`src/rtl/mem_arb_pkg.sv`:
```
// Shared types and defaults for the fetch/data/interrupt memory arbiter.
package mem_arb_pkg;

  typedef enum logic [1:0] {
    OWN_NONE = 2'd0,
    OWN_F    = 2'd1,
    OWN_D    = 2'd2,
    OWN_I    = 2'd3
  } owner_t;

  typedef enum logic {
    ST_NORMAL    = 1'b0,
    ST_INTR_HOLD = 1'b1
  } arb_state_t;

  localparam int unsigned DEF_STARVE_LIMIT  = 3;
  localparam logic [7:0]  DEF_INTR_VEC_ADDR = 8'h01;

endpackage

```
`src/rtl/mem_arb_starve_ctr.sv`:
```
// Saturating count of data grants issued while fetch is waiting.
module mem_arb_starve_ctr #(
  parameter int unsigned LIMIT = 3
) (
  input  logic clk,
  input  logic rst_n,
  input  logic inc,
  input  logic clr,
  output logic at_limit
);

  localparam int unsigned W = (LIMIT < 2) ? 1 : $clog2(LIMIT + 1);
  localparam logic [W-1:0] LIM = LIMIT[W-1:0];

  logic [W-1:0] r_cnt;

  always_ff @(posedge clk or negedge rst_n) begin
    if (!rst_n) begin
      r_cnt <= '0;
    end else if (clr) begin
      r_cnt <= '0;
    end else if (inc && (r_cnt != LIM)) begin
      r_cnt <= r_cnt + 1'b1;
    end
  end

  // A zero limit disables the fetch override entirely.
  assign at_limit = (LIMIT != 0) && (r_cnt == LIM);

endmodule

```
`src/rtl/mem_arbiter.sv`:
```
// Single-port memory arbiter: interrupt > data > fetch with fetch anti-starvation.
module mem_arbiter
  import mem_arb_pkg::*;
#(
  parameter int unsigned STARVE_LIMIT  = DEF_STARVE_LIMIT,
  parameter logic [7:0]  INTR_VEC_ADDR = DEF_INTR_VEC_ADDR
) (
  input  logic       clk,
  input  logic       reset,
  input  logic       f_req,
  input  logic [7:0] f_addr,
  output logic       f_gnt,
  output logic       f_rvalid,
  output logic [7:0] f_rdata,
  input  logic       d_req,
  input  logic       d_we,
  input  logic [7:0] d_addr,
  input  logic [7:0] d_wdata,
  output logic       d_gnt,
  output logic       d_rvalid,
  output logic [7:0] d_rdata,
  input  logic       i_req,
  output logic       i_gnt,
  output logic       i_rvalid,
  output logic [7:0] i_vector,
  output logic       mem_en,
  output logic       mem_we,
  output logic [7:0] mem_addr,
  output logic [7:0] mem_wdata,
  input  logic [7:0] mem_rdata,
  output logic       stall_f
);

  arb_state_t r_state, w_state_nxt;
  owner_t     r_owner, w_owner_nxt;
  logic [7:0] r_vector;
  logic       w_at_limit;
  logic       w_inc, w_clr;

  always_ff @(posedge clk or negedge reset) begin
    if (!reset) begin
      r_state  <= ST_NORMAL;
      r_owner  <= OWN_NONE;
      r_vector <= '0;
    end else begin
      r_state <= w_state_nxt;
      r_owner <= w_owner_nxt;
      if (r_owner == OWN_I) r_vector <= mem_rdata;
    end
  end

  // Grants are combinational, so reset must gate them directly.
  always_comb begin
    f_gnt       = 1'b0;
    d_gnt       = 1'b0;
    i_gnt       = 1'b0;
    mem_we      = 1'b0;
    mem_addr    = '0;
    mem_wdata   = '0;
    w_owner_nxt = OWN_NONE;
    w_state_nxt = r_state;
    if (reset) begin
      if (i_req && (r_state == ST_NORMAL)) begin
        i_gnt       = 1'b1;
        mem_addr    = INTR_VEC_ADDR;
        w_owner_nxt = OWN_I;
      end else if (f_req && (w_at_limit || !d_req)) begin
        f_gnt       = 1'b1;
        mem_addr    = f_addr;
        w_owner_nxt = OWN_F;
      end else if (d_req) begin
        d_gnt       = 1'b1;
        mem_addr    = d_addr;
        mem_we      = d_we;
        mem_wdata   = d_wdata;
        w_owner_nxt = d_we ? OWN_NONE : OWN_D;
      end
    end
    mem_en = f_gnt | d_gnt | i_gnt;
    case (r_state)
      ST_NORMAL:    if (i_gnt)  w_state_nxt = ST_INTR_HOLD;
      ST_INTR_HOLD: if (!i_req) w_state_nxt = ST_NORMAL;
      default:      w_state_nxt = ST_NORMAL;
    endcase
  end

  assign w_inc = d_gnt & f_req;
  assign w_clr = f_gnt | ~f_req;

  mem_arb_starve_ctr #(
    .LIMIT(STARVE_LIMIT)
  ) u_starve (
    .clk      (clk),
    .rst_n    (reset),
    .inc      (w_inc),
    .clr      (w_clr),
    .at_limit (w_at_limit)
  );

  assign f_rvalid = (r_owner == OWN_F);
  assign d_rvalid = (r_owner == OWN_D);
  assign i_rvalid = (r_owner == OWN_I);
  assign f_rdata  = f_rvalid ? mem_rdata : '0;
  assign d_rdata  = d_rvalid ? mem_rdata : '0;
  assign i_vector = i_rvalid ? mem_rdata : r_vector;
  assign stall_f  = f_req & ~f_gnt;

endmodule

```
`config.mk`:
```
export PLATFORM = sky130hd
export DESIGN_NAME = mem_arbiter
export DESIGN_NICKNAME = d
export VERILOG_FILES = /design/src/rtl/mem_arb_pkg.sv /design/src/rtl/mem_arb_starve_ctr.sv /design/src/rtl/mem_arbiter.sv
export SDC_FILE = /design/constraint.sdc
export NUM_CORES = 1
export LEC_CHECK = 0
export BUFFER_PORTS_ARGS = -buffer_cell sky130_fd_sc_hd__buf_4
export CAP_MARGIN = 5
export CORE_ASPECT_RATIO = 0.75
export CORE_MARGIN = 5
export CORE_UTILIZATION = 25
export DETAILED_ROUTE_END_ITERATION = 6
export PLACE_DENSITY_LB_ADDON = 0.2
export SKIP_CTS_REPAIR_TIMING = 1
export SYNTH_ARGS = -nofsm -noshare
export SYNTH_HDL_FRONTEND = slang
export SYNTH_HIERARCHICAL = 1
export SYNTH_SLANG_ARGS = --single-unit
export TNS_END_PERCENT = 20
```
`constraint.sdc`:
```
create_clock -name clk -period 2.3 [get_ports clk]
set_clock_uncertainty 0.2 [all_clocks]
set_input_delay 0.575 -clock clk [delete_from_list [all_inputs] [get_ports clk]]
set_output_delay 0.575 -clock clk [all_outputs]
set_load 0.01 [all_outputs]
```
After elaboration in Yosys (flattened, before gate mapping)
Cells that the tools add are included.
- register bits: 13
- input bits: 38
- output and inout bits: 49
- logic and storage cells: 58
- add/subtract/negate cells: 1
- equal/unequal tests: 5
- muxes and demuxes: 34
- bitwise logic cells: 8
- reductions and logical operators: 6
- operator list (cell ; number):
    $mux W8 ; 11
    $mux W1 ; 15
    $mux W2 ; 7
    $eq A2 B2 Y1 const B ; 3
    $logic_and A1 B1 Y1 ; 3
    $not A1 Y1 ; 3
    $or A1 B1 Y1 ; 3
    $add A2 B1 Y2 const B ; 1
    $and A1 B1 Y1 ; 2
    $eq A2 B1 Y1 const B ; 1
    $ne A2 B2 Y1 const B ; 1
    $pmux W1 S2 ; 1
    $reduce_bool A2 Y1 ; 1
    $logic_not A1 Y1 ; 1
    $logic_or A1 B1 Y1 ; 1

Logic depth before layout (Yosys ltp)
Gate-level depths: netlist of run 1.
- word-level depth: 10
- depth in mapped cells: 7
- mapped depth without buffers: 6

Hierarchy
Netlist of run 1, hierarchy kept.
- modules (own cells, without submodules) (module ; instances ; cells an instance ; area each (um^2) ; sequential area each (um^2)):
    mem_arbiter ; 1 ; 80 ; 780.7 ; 275.3
    mem_arb_starve_ctr ; 1 ; 10 ; 123.9 ; 50.0

Worst setup path before layout of run 1
OpenSTA, ideal clock, no wires.
- kind: input -> output
- start point: input port f_req
- end point: output port mem_wdata[0]
- arrival time: 1.551 ns
- required time: 1.525 ns
- slack: -0.026 ns
- stages: 5
- buffers on the path: 2
- path through: buf_6 a21bo_1 nor3b_4 buf_6 and2_1
- word-level cells in the longest chain between the ends: 4
- RTL lines (what ; RTL line ; source):
    start: declaration ; mem_arbiter.sv:10 ; input logic f_req,
    $logic_and A1 B1 Y1 ; mem_arbiter.sv:67 ; end else if (f_req && (w_at_limit || !d_req)) begin
    $mux W8 ; mem_arbiter.sv:67 ;
    $mux W8 ; mem_arbiter.sv:63 ; if (i_req && (r_state == ST_NORMAL)) begin
    $mux W8 ; mem_arbiter.sv:62 ; if (reset) begin
    end: declaration ; mem_arbiter.sv:29 ; output logic [7:0] mem_wdata,
No other way between the ends.

Worst setup path after layout of run 1
- start point: register u_starve.r_cnt[1]
- end point: output port mem_addr[5]
- word-level cells in the longest chain between the ends: 6
- RTL lines (what ; RTL line ; source):
    start: declaration ; mem_arb_starve_ctr.sv:15 ; logic [W-1:0] r_cnt;
    start signal: assignment ; mem_arb_starve_ctr.sv:23 ; r_cnt <= r_cnt + 1'b1;
    $eq A2 B2 Y1 ; mem_arb_starve_ctr.sv:28 ; assign at_limit = (LIMIT != 0) && (r_cnt == LIM);
    net w_at_limit ; mem_arbiter.sv:37 ; logic w_at_limit;
    $logic_or A1 B1 Y1 ; mem_arbiter.sv:67 ;
    $logic_and A1 B1 Y1 ; mem_arbiter.sv:67 ;
    $mux W8 ; mem_arbiter.sv:67 ;
    $mux W8 ; mem_arbiter.sv:63 ;
    $mux W8 ; mem_arbiter.sv:62 ;
    end: declaration ; mem_arbiter.sv:28 ; output logic [7:0] mem_addr,
The timed path passes the listed nets, and every way through them passes these cells.

==> out/metrics.yaml, run 1 <==
outcome: "finished, violations left"
grt_pass1_vias: 1033
num_io_pins: 87
core.rowCount: 18
worst-setup-path-type: "reg2out"
synth_area_leader_cell: "dfrtp_1"
multi_input_area_um2: 583
grt_max_degree: 19
wl_met2_um: 1880
wl_per_cell_um: 14.8
setup_ws_ns: -0.265
power.total_uw: 842
grt_antenna_before_repair: 0
cp-end-kind: "output pin"
vias: 1017
overflow: 0
arrival_ns: 1.79
most-common-layout-cells: "buf_4, and2_1, buf_6, dfrtp_1"
fillers: 324
start_util_pct: 26.8
ys.flop_type: "dfrtp_1"
synthCells: 90
dpl.hpwl_um: 2610
start_kind: "register"
setup_viol: 19
fin_area_um2: 1860
finalCritPeriodShare_pct: 112
dieHeight_um: 62.1
violations: "negative setup slack"
synthArstFlopShare_pct: 100
gp_congestion: 0.784
fin_crit_ns: 2.56
required_ns: 1.52
core-area_um2: 3380
fp.dieW_um: 79.5
dieArea_um2: 4930
layout.cells.non_filler: 228
crit_buf_inv: 3
highest_layer: "met4"
cp_max_fo: 5
hold_ws_ns: 0.0866
grt_use_total_pct: 12.4
hold_class: "in2async"
hold_viol: 0
cts_sinks: 13
synthesis.area_um2: 905
synth_area_leaders: "dfrtp_1, and2_1, mux2_2"
viasPerCell: 4.46
tns_ns: -4.02
fin_nets: 228
insertion_delay_ns: 0.24
grt_pass1_wl_um: 4750
ff_latch_area_um2: 325
synth_edf_count: 0
crit_family: "flip-flops"
port_buffers: 86
ys_ff_latch: 13
diodes: 0
avgSynthCellArea_um2: 10.1
drtPass1Iterations: 4
critPathMostFrequentCell: "buf_6"
slew_headroom_pct: 61.8
power_density_nw_per_um2: 454
ant_nets: 0
wl_met1_um: 1340
clk_pin_slew_ns: 0.05
drive_above_1_share_pct: 66.5
cp_slowest_cell: "dfrtp_1"
tightest_slew_ns: 0.572
synth_warnings: 6
finalMaxSlewViolations: 0
cts_buffer_depth: 2
final_common_cell: "buf_4"
wl_met3_um: 132
routed_wl_um: 3360
cts-root-buf: "clkbuf_8"
ir_drop_mv: 0.362
ys_seq_area_share_pct: 36.0
synthDistinctLibCells: 26
syn2layout_area_growth_pct: 105
clock.fmax_ghz: 0.390
rsz0062_at_grt: "yes"
cts_tree: "done"
dr.first_iter.drc_count: 23
numCtsBuffers: 3
path_cells: "ha_4, a21bo_4, nor3b_4, buf_6, buf_12, a22o_1, buf_6"
cpPeakStageDelay_ns: 0.42
synth_top_cell_area_share_pct: 36.0
place_inst: 218
p_leak_nw: 0.955
htreeDepth: 1
drv_cap: 0
syn_nets: 129
route.detailed.drc: 0
place_area_um2: 1650
Yosys cell counts (2+ instances only):
library cell,number
o21a_1,2
nand2b_1,3
a22o_1,7
clkbuf_1,2
mux2_2,8
nor2b_1,6
buf_2,2
nor2_1,2
and2_1,27
buf_6,2
nand2_1,2
dfrtp_1,13
cells by family after synthesis:
family | synth area share (%)
buf+inv | 4.84
simple gates | 33.1
fa+ha+maj | 1.38
mux | 11.6
flops | 36.0
compound gates | 13.1
registers in the layout, indices dropped and copies added, names as in the netlist:
register and flops:
r_vector 8, u_starve/r_cnt 2, r_owner 2, r_state 1
routing by layer:
layer,vias up,GRT usage (%)
li1,505,-
met1,487,13.9
met2,23,23.9
met3,2,3.75
met4,0,2.21
met5,-,0
stage by stage:
step	worst slack [ns]	util [%]
after global placement	-0.0467	48.9
after CTS	-0.325	50.3
after floorplan	-0.00921	-
final	-0.265	55.0
after global routing	-0.362	55.0
after detailed placement	-0.0885	48.9
final timing paths:
| kind | startpoint | to | slack [ns] | depth (start not counted) |
|---|---|---|---|---|
| worst max-delay path | u_starve/r_cnt[1]$_DFFE_PN0P_ | mem_addr[5] | -0.26 | 7 |
| worst min-delay path | reset | u_starve/r_cnt[1]$_DFFE_PN0P_ | 0.09 | 2 |
| worst max register to register | u_starve/r_cnt[1]$_DFFE_PN0P_ | u_starve/r_cnt[0]$_DFFE_PN0P_ | 0.10 | 8 |
| worst min register to register | r_vector[0]$_DFF_PN0_ | r_vector[0]$_DFF_PN0_ | 0.29 | 1 |
| max in group asynchronous | reset | r_state$_DFF_PN0_ | 1.30 | 2 |
| min in group clk | r_vector[0]$_DFF_PN0_ | r_vector[0]$_DFF_PN0_ | 0.29 | 1 |
area by class of cell:
cell class	instances	area share (%)
repair buffers	100	45.8
inverters	1	0.202
clock buffers	4	2.43
well taps	40	2.70
flip-flops and latches	13	17.5
multi-input cells	70	31.4
report_power, final:
group / internal, mW / switching, mW / leakage (nW)
clock: 0.122 / 0.0751 / 0.0228
sequential: 0.272 / 0.0115 / 0.159
combinational: 0.217 / 0.145 / 0.773
Note: power is estimated with default switching activity, not from simulation.
==> inputs of run 2 (changes only) <==
--- a/config.mk
+++ b/config.mk
@@ -7,9 +7,12 @@
 export LEC_CHECK = 0
 export BUFFER_PORTS_ARGS = -buffer_cell sky130_fd_sc_hd__buf_4
 export CAP_MARGIN = 5
+export CELL_PAD_IN_SITES_DETAIL_PLACEMENT = 1
+export CELL_PAD_IN_SITES_GLOBAL_PLACEMENT = 1
 export CORE_ASPECT_RATIO = 0.75
 export CORE_MARGIN = 5
-export CORE_UTILIZATION = 25
+export CORE_UTILIZATION = 22
+export CTS_CLUSTER_DIAMETER = 40
 export DETAILED_ROUTE_END_ITERATION = 6
 export PLACE_DENSITY_LB_ADDON = 0.2
 export SKIP_CTS_REPAIR_TIMING = 1
==> out/metrics.yaml, run 2 (synthesized netlist as in run 1, its figures left out) <==
num_io_pins: 87  # unchanged
p_leak_nw: 0.968  # +1.3%
port_buffers: 86  # unchanged
r2r_end: "u_starve/r_cnt[0]$_DFFE_PN0P_"
grt_max_degree: 16  # -3
cts_buffer_depth: 2  # unchanged
clock.fmax_ghz: 0.399  # +2.5%
cp_max_fo: 8  # +3
hold_class: "in2async"
grt_antenna_before_repair: 0  # unchanged
routed_wl_um: 3670  # +9.0%
grt_pass1_wl_um: 5670  # +19%
place_inst: 237  # +8.7%
reg_top3: "r_vector (8), r_owner (2), u_starve/r_cnt (2)"
r2r_slack_ns: 0.07  # -0.03 ns
crit_buf_inv: 2  # -1
place_area_um2: 1690  # +2.2%
power.total_uw: 841  # -0.11%
slew_headroom_pct: 76.6  # +15 points
final_common_cell: "buf_4"
drtPass1Iterations: 2  # -2
cpPeakStageDelay_ns: 0.41  # about the same
dieHeight_um: 65.5  # +5.5%
fillers: 475  # +47%
ff_latch_area_um2: 325  # unchanged
power_density_nw_per_um2: 454  # +0.16%
syn2layout_area_growth_pct: 105
insertion_delay_ns: 0.24  # about the same
path_cells: "ha_4, a21bo_4, nor3b_4, buf_6, a22o_1, buf_4"
fin_nets: 232  # +1.8%
numCtsBuffers: 3  # unchanged
drive_above_1_share_pct: 69.8  # +3.3 points
vias: 1026  # +0.88%
arrival_ns: 1.73  # -0.06 ns
wl_per_cell_um: 14.8  # +0.62%
dr.first_iter.drc_count: 10  # -57%
ant_nets: 0  # unchanged
finalCritPeriodShare_pct: 109  # -2.7 points
gp_congestion: 0.783  # -0.19%
cts-root-buf: "clkbuf_8"
start_util_pct: 22.6  # -4.2 points
fin_area_um2: 1850  # -0.27%
setup_ws_ns: -0.203  # +0.0615 ns
crit_path_end: "mem_addr[4]"
multi_input_area_um2: 594  # +1.9%
grt_pass1_vias: 1155  # +12%
route.detailed.drc: 0  # unchanged
dieArea_um2: 5510  # +12%
htreeDepth: 1  # unchanged
hold_ws_ns: 0.123  # +0.0367 ns
core.rowCount: 20  # +2
grt_use_total_pct: 12.8  # +0.42 points
most-common-layout-cells: "buf_4, and2_1, dfrtp_1"
fp.dieW_um: 84.0  # +5.8%
r2r-start: "u_starve/r_cnt[1]$_DFFE_PN0P_"
required_ns: 1.52  # about the same
worst-setup-path-type: "reg2out"
cp-end-kind: "output pin"
drv_cap: 0  # unchanged
worst-path-stages: 6  # -1
overflow: 0  # unchanged
layout.cells.non_filler: 247  # +8.3%
ir_drop_mv: 0.297  # -18%
largest_reg_flops: 8  # unchanged
cp_slowest_cell: "dfrtp_1"
tightest_slew_ns: 0.350  # -0.223 ns
core-area_um2: 4000  # +19%
clk_pin_slew_ns: 0.05  # about the same
start_kind: "register"
fin_crit_ns: 2.50  # -0.0615 ns
startpoint: "u_starve/r_cnt[1]$_DFFE_PN0P_"
cts_tree: "done"
violations: "negative setup slack"
outcome: "finished, violations left"
diodes: 0  # unchanged
hold_viol: 0  # unchanged
crit_family: "flip-flops"
regMostFlops: "r_vector"
rsz0062_at_grt: "yes"
dpl.hpwl_um: 3110  # +19%
cts_sinks: 13  # unchanged
viasPerCell: 4.15  # -6.9%
finalMaxSlewViolations: 0  # unchanged
setup_viol: 17  # -2
reg2reg_depth: 8  # unchanged
run 2: cell count changes in the layout (fill, tap and decap cells not counted), sizes merged:
| cell | delta |
|---|---|
| buf | +7 |
| clkbuf | -2 |
| dlygate4sd3 | -1 |
run 2: metal layers:
| metal | wire length [um] | track usage, % | part of all wire [%] | vias to the layer above |
|---|---|---|---|---|
| met2 | 2140 | 25.4 | 58 | 13 |
| li1 | - | - | - | 507 |
| met4 | 21 | 2.41 | 0.57 | 0 |
| met1 | 1420 | 13.9 | 39 | 504 |
| met5 | 0 | 0 | 0 | - |
| met3 | 81 | 3.26 | 2.2 | 2 |
run 2: metrics by stage:
stage / setup WS [ns] / setup TNS, ns / util (%)
after floorplan: -0.00921 / -0.0736 / -
after global placement: -0.0732 / -1.06 / 42.2
after detailed placement: -0.124 / -1.69 / 42.2
after CTS: -0.269 / -4.34 / 43.3
after global routing: -0.305 / -4.81 / 46.3
final: -0.203 / -2.95 / 46.3
run 2: final cells by class:
type	count	area share, %
inverter	1	0.203
multi-input combinational	70	32.1
clock buffer	4	2.43
timing repair buffer	104	44.0
tap	55	3.72
sequential	13	17.6
run 2: worst min path at each step:
stage | slack (ns) | start | end | depth (start not counted)
2_1_floorplan | 0.08 | reset | r_owner[0]$_DFF_PN0_ | 0
3_3_place_gp | 0.28 | r_vector[4]$_DFF_PN0_ | r_vector[4]$_DFF_PN0_ | 1
3_5_place_dp | 0.29 | r_vector[4]$_DFF_PN0_ | r_vector[4]$_DFF_PN0_ | 1
4_1_cts | 0.12 | reset | r_vector[3]$_DFF_PN0_ | 2
5_1_grt | 0.14 | reset | r_vector[3]$_DFF_PN0_ | 2
6_report | 0.12 | reset | r_vector[3]$_DFF_PN0_ | 2
run 2: power by group:
part,switching (mW),leakage (nW),internal (mW),total (mW)
Combinational,0.148,0.786,0.212,0.360
Clock,0.0766,0.0228,0.122,0.199
Sequential,0.0116,0.159,0.272,0.283
==> inputs of run 3 (changes only) <==
--- a/config.mk
+++ b/config.mk
@@ -12,12 +12,12 @@
 export CORE_ASPECT_RATIO = 0.75
 export CORE_MARGIN = 5
 export CORE_UTILIZATION = 22
+export CTS_BUF_LIST = sky130_fd_sc_hd__clkbuf_8
 export CTS_CLUSTER_DIAMETER = 40
 export DETAILED_ROUTE_END_ITERATION = 6
 export PLACE_DENSITY_LB_ADDON = 0.2
 export SKIP_CTS_REPAIR_TIMING = 1
 export SYNTH_ARGS = -nofsm -noshare
 export SYNTH_HDL_FRONTEND = slang
-export SYNTH_HIERARCHICAL = 1
 export SYNTH_SLANG_ARGS = --single-unit
 export TNS_END_PERCENT = 20
==> out/metrics.yaml, run 3 <==
cp_max_fo: 8  # unchanged
overflow: 0  # unchanged
drive_above_1_share_pct: 62.7  # -7.1 points
start_util_pct: 23.2  # +0.64 points
synthCells: 89  # -1.1%
clk_pin_slew_ns: 0.05  # about the same
fin_crit_ns: 2.56  # +0.0578 ns
ys_ff_latch: 13  # unchanged
ant_nets: 0  # unchanged
routed_wl_um: 3750  # +2.4%
outcome: "finished, violations left"
startpoint: "u_starve.r_cnt[0]$_DFFE_PN0P_"
violations: "negative setup slack"
drv_cap: 0  # unchanged
setup_ws_ns: -0.261  # -0.0578 ns
largest_reg_flops: 8  # unchanged
fin_nets: 225  # -3.0%
power.total_uw: 842  # about the same
synth_edf_count: 0  # unchanged
ir_drop_mv: 0.394  # +33%
r2r-start: "u_starve.r_cnt[0]$_DFFE_PN0P_"
wl_per_cell_um: 15.8  # +6.7%
num_io_pins: 87  # unchanged
core-area_um2: 3730  # -6.8%
cts-root-buf: "clkbuf_8"
ys_seq_area_share_pct: 37.5  # +1.6 points
hold_class: "in2async"
grt_antenna_before_repair: 0  # unchanged
power_density_nw_per_um2: 476  # +4.7%
dr.first_iter.drc_count: 30  # +20
synth_top_cell_area_share_pct: 37.5  # +1.6 points
synth_area_leader_cell: "dfrtp_1"
dieArea_um2: 5310  # -3.6%
viasPerCell: 4.31  # +3.7%
synthDistinctLibCells: 25  # -3.8%
slew_headroom_pct: 75.5  # -1.1 points
yosysMostFrequentCell: "and2_1"
dpl.hpwl_um: 3050  # -1.9%
cp-end-kind: "output pin"
rsz0062_at_grt: "yes"
ys_top_cells_by_count: "and2_1, dfrtp_1, mux2_2, a22o_1, nor2b_1"
p_leak_nw: 0.917  # -5.3%
ys.flop_type: "dfrtp_1"
setup_viol: 18  # +1
dieHeight_um: 64.4  # -1.8%
finalCritPeriodShare_pct: 111  # +2.5 points
syn_nets: 128  # -0.78%
syn2layout_area_growth_pct: 104
tightest_slew_ns: 0.366  # +0.0164 ns
arrival_ns: 1.79  # +0.06 ns
final_common_cell: "buf_4"
vias: 1021  # -0.49%
cts_tree: "done"
insertion_delay_ns: 0.24  # about the same
most-common-layout-cells: "buf_4, and2_1, dfrtp_1"
start_kind: "register"
r2r_slack_ns: 0.50  # +0.43 ns
route.detailed.drc: 0  # unchanged
avgSynthCellArea_um2: 9.74  # -3.1%
finalMaxSlewViolations: 0  # unchanged
worst-setup-path-type: "reg2out"
dpl_worst_slack_ns: -0.0413  # +0.0831 ns
grt_use_total_pct: 13.1  # +0.27 points
core.rowCount: 19  # -5.0%
cts_sinks: 13  # unchanged
synth_warnings: 0  # -6
hold_viol: 0  # unchanged
regMostFlops: "r_vector"
drtPass1Iterations: 3  # +1
grt_pass1_wl_um: 5420  # -4.5%
reg_top3: "r_vector (8), r_owner (2), u_starve.r_cnt (2)"
synthesis.area_um2: 867  # -4.1%
required_ns: 1.52  # about the same
synthArstFlopShare_pct: 100  # unchanged
numCtsBuffers: 3  # unchanged
fp.dieW_um: 82.5  # -1.9%
synth_area_leaders: "dfrtp_1, and2_1, mux2_2"
htreeDepth: 1  # unchanged
gp_congestion: 0.758  # -3.2%
cts_buffer_depth: 2  # unchanged
port_buffers: 86  # unchanged
diodes: 0  # unchanged
grt_pass1_vias: 1125  # -2.6%
grt_max_degree: 18  # +2
clock.fmax_ghz: 0.390  # -2.3%
run 3: critical path, cell delays in order, from the launching register on:
cell       delay (ns)
dfrtp_1          0.40
ha_2             0.20
a21bo_1          0.20
nor3_4           0.20
buf_12           0.14
clkbuf_16        0.13
and2_1           0.14
buf_4            0.12
run 3: power breakdown:
part	internal, mW	total, mW	switching, mW	leakage, nW
Clock	0.118	0.200	0.0823	0.0269
Combinational	0.209	0.358	0.149	0.731
Sequential	0.272	0.284	0.0122	0.159
Total	0.598	0.842	0.244	0.917
run 3: layout make-up:
type | instances | area (um^2)
inverter | 2 | 7.51
multi-input combinational | 69 | 515
sequential | 13 | 325
clock inverter | 1 | 3.75
tap | 52 | 65.1
timing repair buffer | 97 | 811
clock buffer | 3 | 41.3
fill | 455 | 1960
run 3: cell families after synthesis:
kind of cell / after synthesis / share of synthesized area, %
flops: 13 / 37.5
simple gates: 42 / 30.6
compound gates: 18 / 15.3
fa+ha+maj: 1 / 1.44
buf+inv: 7 / 4.76
mux: 8 / 10.4
run 3: stage by stage:
stage | hold WS [ns] | instances | utilization [%] | TNS, ns | cell area (um^2)
6_report | 0.0892 | 237 | 47.4 | -3.73 | 1770
5_1_grt | 0.102 | 237 | 47.4 | -5.04 | 1770
4_1_cts | 0.0881 | 233 | 44.3 | -3.14 | 1650
3_5_place_dp | 0.285 | 229 | 43.1 | -0.179 | 1610
3_3_place_gp | 0.279 | 229 | 43.1 | -0.0181 | 1610
2_1_floorplan | 0.0794 | 89 | - | 0 | 867
run 3: final timing paths:
| check | endpoint | cells after the start |
|---|---|---|
| max in group asynchronous | r_vector[1]$_DFF_PN0_ | 2 |
| setup / recovery | mem_wdata[2] | 7 |
| hold reg to reg | r_vector[1]$_DFF_PN0_ | 1 |
| min in group clk | r_vector[1]$_DFF_PN0_ | 1 |
| hold / removal | u_starve.r_cnt[1]$_DFFE_PN0P_ | 2 |
| setup reg to reg | u_starve.r_cnt[1]$_DFFE_PN0P_ | 5 |
run 3: per-layer routing:
metal  track usage (%)  share of wire, %  up-vias
met2              23.8                54       28
met5                 0                 0        -
met1              15.8                39      493
li1                  -                 -      498
met4              1.84              0.24        0
met3              3.23               6.2        2
